===== config.mk =====
export PLATFORM = sky130hd
export DESIGN_NAME = mem_access_ctrl
export DESIGN_NICKNAME = d
export VERILOG_FILES = /design/src/rtl/mem_access_ctrl.sv
export SDC_FILE = /design/constraint.sdc
export NUM_CORES = 1
export LEC_CHECK = 0
export BUFFER_PORTS_ARGS = -buffer_cell sky130_fd_sc_hd__buf_2
export CAP_MARGIN = 0
export CELL_PAD_IN_SITES_DETAIL_PLACEMENT = 0
export CELL_PAD_IN_SITES_GLOBAL_PLACEMENT = 2
export CORE_UTILIZATION = 24
export CTS_CLUSTER_SIZE = 10
export DETAILED_ROUTE_END_ITERATION = 12
export PLACE_DENSITY = 0.82
export SLEW_MARGIN = 20
export SYNTH_ARGS = -nofsm -noshare
export SYNTH_HDL_FRONTEND = slang
export SYNTH_SLANG_ARGS = --single-unit

===== constraint.sdc =====
create_clock -name clock -period 2.6 [get_ports clock]
set_input_delay 0.13 -clock clock [delete_from_list [all_inputs] [get_ports clock]]
set_output_delay 0.13 -clock clock [all_outputs]
set_load 0.01 [all_outputs]

===== src/rtl/mem_access_ctrl.sv =====
// MEM-stage data-memory sequencer: req/ack access, pipeline stall/bubble, load-data latch,
// misalign/timeout faults. Optional stall performance counter: define MEM_STALL_COUNTER_EN.
module mem_access_ctrl #(
   parameter int TIMEOUT_CYCLES = 16,
   parameter int DATA_W         = 32
) (
   input  logic              clock,
   input  logic              reset,
   input  logic              ME_MemRead,
   input  logic              ME_MemWrite,
   input  logic [1:0]        ME_mem_size,
   input  logic [DATA_W-1:0] ME_Addr,
   input  logic [DATA_W-1:0] ME_Din,
   output logic              mem_req,
   output logic              mem_we,
   output logic [DATA_W-1:0] mem_addr,
   output logic [DATA_W-1:0] mem_wdata,
   input  logic              mem_ack,
   input  logic [DATA_W-1:0] mem_rdata,
   output logic [DATA_W-1:0] ME_Dout,
   output logic              pipe_stall,
   output logic              wb_bubble,
   output logic              access_fault,
   output logic [31:0]       stall_cycles,
   output logic [1:0]        state_dbg
);

   // state_dbg encoding: 0 = IDLE, 1 = BUSY, 2 = DONE.
   localparam logic [1:0] IDLE = 2'd0;
   localparam logic [1:0] BUSY = 2'd1;
   localparam logic [1:0] DONE = 2'd2;

   localparam logic [7:0] TMO_LAST = 8'(TIMEOUT_CYCLES - 1);

   logic [1:0] state;
   logic [7:0] wait_cnt;
   logic       access;
   logic       misaligned;

   assign access = ME_MemRead | ME_MemWrite;

   always_comb begin
      misaligned = 1'b0;
      case (ME_mem_size)
         2'd0:    misaligned = 1'b0;
         2'd1:    misaligned = ME_Addr[0];
         default: misaligned = |ME_Addr[1:0];
      endcase
   end

   // Handshake: mem_req is held high (with mem_we/mem_addr/mem_wdata stable) from the cycle
   // after the access is accepted until the cycle after mem_ack is seen or the access times
   // out; mem_ack is a single-cycle strobe and mem_rdata is only consumed together with it.
   assign pipe_stall = ((state == IDLE) && access) || (state == BUSY);
   assign wb_bubble  = pipe_stall;
   assign state_dbg  = state;

   always_ff @(posedge clock) begin
      if (reset) begin
         state        <= IDLE;
         wait_cnt     <= '0;
         mem_req      <= 1'b0;
         mem_we       <= 1'b0;
         mem_addr     <= '0;
         mem_wdata    <= '0;
         ME_Dout      <= '0;
         access_fault <= 1'b0;
      end else begin
         access_fault <= 1'b0;
         case (state)
            IDLE: begin
               if (access) begin
                  if (misaligned) begin
                     access_fault <= 1'b1;
                     ME_Dout      <= '0;
                     state        <= DONE;
                  end else begin
                     mem_req   <= 1'b1;
                     mem_we    <= ME_MemWrite;
                     mem_addr  <= ME_Addr;
                     mem_wdata <= ME_Din;
                     wait_cnt  <= '0;
                     state     <= BUSY;
                  end
               end
            end
            BUSY: begin
               if (mem_ack) begin
                  mem_req <= 1'b0;
                  if (!mem_we) ME_Dout <= mem_rdata;
                  state <= DONE;
               end else if (wait_cnt == TMO_LAST) begin
                  mem_req      <= 1'b0;
                  access_fault <= 1'b1;
                  ME_Dout      <= '0;
                  state        <= DONE;
               end else begin
                  wait_cnt <= wait_cnt + 8'd1;
               end
            end
            DONE:    state <= IDLE;
            default: state <= IDLE;
         endcase
      end
   end

`ifdef MEM_STALL_COUNTER_EN
   // Saturating count of every stalled clock since reset.
   always_ff @(posedge clock) begin
      if (reset)
         stall_cycles <= '0;
      else if (pipe_stall && (stall_cycles != 32'hFFFF_FFFF))
         stall_cycles <= stall_cycles + 32'd1;
   end
`else
   assign stall_cycles = 32'd0;
`endif

endmodule


Word-level counts from Yosys, hierarchy flattened
Cells that the tools add are included.
- register bits after elaboration: 109
- latch bits: 0
- RAM bits: 0
- memory bits (read-only): 0
- output and inout bits: 135
- memories: 0
- $add $sub $neg: 1
- $mul: 0
- divide/modulo/power cells: 0
- order comparisons: 0
- equal/unequal tests: 10
- shifts and indexed selects: 0
- multiplexer cells: 27
- bitwise logic cells: 2
- reduce and logical (&&, ||, !) cells: 11
- operator list (kind ; number):
    2-to-1 mux 32 bit ; 5
    case mux 32 bit (2 select lines) ; 1
    2-to-1 mux 8 bit ; 4
    case mux 8 bit (2 select lines) ; 1
    inequality test 2 bit (second input constant) ; 5
    AND reduction 5 bit ; 2
    adder 8 x 1 -> 8 bit (second input constant) ; 1
    == test 8 x 4 -> 1 bit (second input constant) ; 1
    2-to-1 mux 1 bit ; 8
    2-to-1 mux 2 bit ; 4
    case mux 1 bit (2 select lines) ; 3
    == test 2 x 1 -> 1 bit (second input constant) ; 2
    logical NOT 2 bit ; 2
    case mux 2 bit (2 select lines) ; 1
    AND reduction 4 bit ; 1
    inequality test 3 x 2 -> 1 bit (second input constant) ; 1
    inequality test 3 bit (second input constant) ; 1
    AND reduction 3 bit ; 1
    AND reduction 2 bit ; 1
    nonzero test 2 bit ; 1
    OR reduction 2 bit ; 1
    logical AND 1 bit ; 1
    logical OR 1 bit ; 1
    NOT 1 bit ; 1
    bitwise OR 1 bit ; 1

Longest topological paths before layout
- depth after elaboration: 5
- depth in mapped cells: 7
- mapped depth without buffers: 5

Least setup slack after synthesis
No wires, ideal clock.
- path kind: register to register
- start point: register wait_cnt[7]
- end point: register ME_Dout[10]
- setup time: 118 ps
- arrival: 1938 ps
- data required time: 2482 ps
- setup slack: 544 ps
- cell stages (with the launch flop): 7
- cells stage by stage: dfxtp_1 > or4_4 > o21a_4 > or4_4 > buf_6 > buf_12 > mux2i_1
- cells in the longest elaborated chain, start to end: 3
- RTL lines (what ; line ; RTL):
    start, declared ; 36 ; logic [7:0] wait_cnt;
    start signal, assigned ; 98 ; wait_cnt <= wait_cnt + 8'd1;
    == test 8 x 4 -> 1 bit ; 92 ; end else if (wait_cnt == TMO_LAST) begin
    inequality test 3 x 2 -> 1 bit (no source line) ; n/a ;
    AND reduction 5 bit (no source line) ; n/a ;
    end signal, assigned ; 90 ; if (!mem_we) ME_Dout <= mem_rdata;
    end, declared ; 20 ; output logic [DATA_W-1:0] ME_Dout,
Every way passes these cells.
A chain may end at the register's enable or synchronous reset.

Worst setup path in the final report
- start point: register wait_cnt[4]
- end point: register ME_Dout[22]
Same word-level chain as after synthesis.

==> qor.yml <==
io_buffers: 205
hold_viol_final: 0
grtUsageTotal: 0.133
ys.flop_type: "dfxtp_1"
fill_cells: 1965
powerDensity_nw_per_um2: 632
cts_resized: 0
seqCellArea_um2: 2180
fin_crit_sh: 0.872
max_freq_mhz: 441
synth_cells: 542
ys_warn_count: 0
critical_path_class: "flop to flop"
clk_path_buf_depth: 2
root_buffer: "clkbuf_16"
relSlewSlack: 0.601
clk_latency_ns: 0.35
worst_slack_ns: 0.332
cp_common_cell: "or4_4"
synth_edf_count: 0
clock_sinks: 109
synth_commonest_cells: "200 x nand2_1, 109 x dfxtp_1, 73 x a21oi_1"
dp_cells: 947
cp_top_family: "simple AND/OR/NAND/NOR gates"
slowest_delay_ns: 0.77
min_period_ns: 2.27
diodes: 0
status: "finished, final reports clean"
p_leak_nw: 2.95
synth-seq-cells: 109
remaining_drc_errors: 0
vias: 4181
wl_per_cell_um: 12.3
fin_cells: 1015
async_flop_share: 0
die_w_um: 138
synth_area_um2: 4440
layout.nets: 885
rsz0062_at_grt: "no"
coreArea_um2: 18000
whs_ns: 0.0154
cp_slowest_cell: "or4_4"
clkSlewWorstSetupHoldPaths_ns: 0.07
antenna_found_initial: 0
fin_skew_ns: 0.00568
maxCapViolations: 0
cp_num_buf_inv: 0
grt_max_degree: 56
cts_max_level: 3
cts_tree: "done"
fp-row-count: 49
viasPerCell: 4.12
grt_pass1_wl_mm: 20.6
tightest_slew_ns: 0.598
peakVddDrop_uv: 295
syn-mean-instance-area_um2: 8.19
gp_congestion: 0.725
start_util: 0.246
ys_seq_area_frac: 0.491
pre_cts_ws_ns: 0.344
areaGrowthSynthToFinish_pct: 43.1
min_path_type: "primary input to flop"
grt_pass1_vias: 4103
cp.arrival_ns: 2.48
cp_max_fo: 32
wl_mm: 12.5
detail-route-antenna-nets: 0
cp_cell_sequence: "or4_4, o21a_4, or4_4, mux2i_1"
cts-buffers-inserted: 9
num_io_pins: 238
synth_most_common_cell: "nand2_1"
worst_setup_path_start_kind: "flop"
yosysTopAreaCell: "dfxtp_1"
fin_tns_setup_ns: 0
dp_hpwl_mm: 8.45
final_max_slew_viol_count: 0
setup_viol: 0
drive_above_1_share: 0.302
synthTopCellsByArea: "dfxtp_1 49%, nand2_1 17%, a21oi_1 8.2%, mux2i_1 7.2%, buf_4 5.6%"
synth_top_area_frac: 0.491
critPathCaptureType: "flop"
overflow: 0
drtIter0Drc: 180
multiInputGateArea_um2: 1920
cts_setup_buffers: 0
critPathRequiredTime_ns: 2.81
ys_types: 37
first_pass_iters: 4
die_height_um: 138
dieArea_um2: 19000
-- report_power, final --
| part | internal [mW] | total (mW) | switching, mW |
|---|---|---|---|
| logic | 0.291 | 0.666 | 0.375 |
| registers | 1.76 | 1.80 | 0.0429 |
| clock network | 0.906 | 1.55 | 0.647 |
| total | 2.95 | 4.02 | 1.06 |
-- final timing paths --
kind | from | endpoint | slack, ns | depth (start not counted)
max | wait_cnt[4] | ME_Dout[22] | 0.33 | 4
min | ME_Din[14] | mem_wdata[14] | 0.02 | 3
max reg2reg | wait_cnt[4] | ME_Dout[22] | 0.33 | 4
min reg2reg | mem_wdata[2] | mem_wdata[2] | 0.45 | 2
-- sequential cells by signal, summed over array words and instances (netlist names) --
signal        count
ME_Dout          32
mem_addr         32
mem_wdata        32
wait_cnt          8
state_dbg         2
access_fault      1
mem_req           1
mem_we            1
-- per-stage QoR --
step            util  power [mW]  cell area, um2
2_1_floorplan      -        2.28            4560
3_3_place_gp   0.305        2.46            5500
3_5_place_dp   0.305        2.45            5500
4_1_cts        0.353        4.10            6350
5_1_grt        0.353        4.24            6350
6_report       0.353        4.02            6350
-- final cells by class --
class	count	area share
Sequential cell	109	0.343
Multi-Input combinational cell	390	0.302
Timing Repair Buffer	266	0.254
Tap cell	229	0.0451
Clock buffer	12	0.0404
Clock inverter	4	0.0124
Inverter	5	0.00295
-- worst min-delay path, stage by stage --
cell     delay, ns
buf_2         0.09
nand2_1       0.05
a21oi_1       0.05
-- routing by layer --
metal  routed length, um  part of all wire  track usage
met5                   0                 0            0
met4                 239             0.019       0.0573
met3                 759             0.061       0.0350
met2                5720              0.46        0.213
met1                5810              0.46        0.168
-- what timing repair did --
action,4_1_cts,5_1_grt
hold endpoints to repair,52,0
hold buffers,52,0
setup endpoints to repair,0,0
-- placed cells by master (no fill, tap or decap), drive strengths merged --
master	n
o311a	1
buf	214
nor3	5
bufinv	2
a22oi	3
nand4	3
and3	3
or2b	1
conb	32
or2	2
and4	1
clkbuf	12
o32ai	1
clkinv	1
or4	4
a21boi	1
nand2	200
dlygate4sd3	52
nand2b	1
ha	1
inv	5
nor2b	1
nor4	2
o31ai	1
o21ai	7
a21oi	73
nand3	7
nor3b	1
o21a	2
a221oi	1
nor2	4
clkinvlp	1
mux2i	32
dfxtp	109
-- cell families (layout without fill, tap and decap cells) --
kind of cell / count (synthesis) / count (layout) / synth area share
AO/OA/AOI/OAI: 90 / 90 / 0.110
adder cells (fa/ha/maj): 1 / 1 / 0.00282
buffers and inverters: 74 / 287 / 0.103
flip-flops: 109 / 109 / 0.491
multiplexers: 32 / 32 / 0.0721
other: 1 / 32 / 0.000844
AND/OR/NAND/NOR: 235 / 235 / 0.220
(Power assumes the default switching activity.)
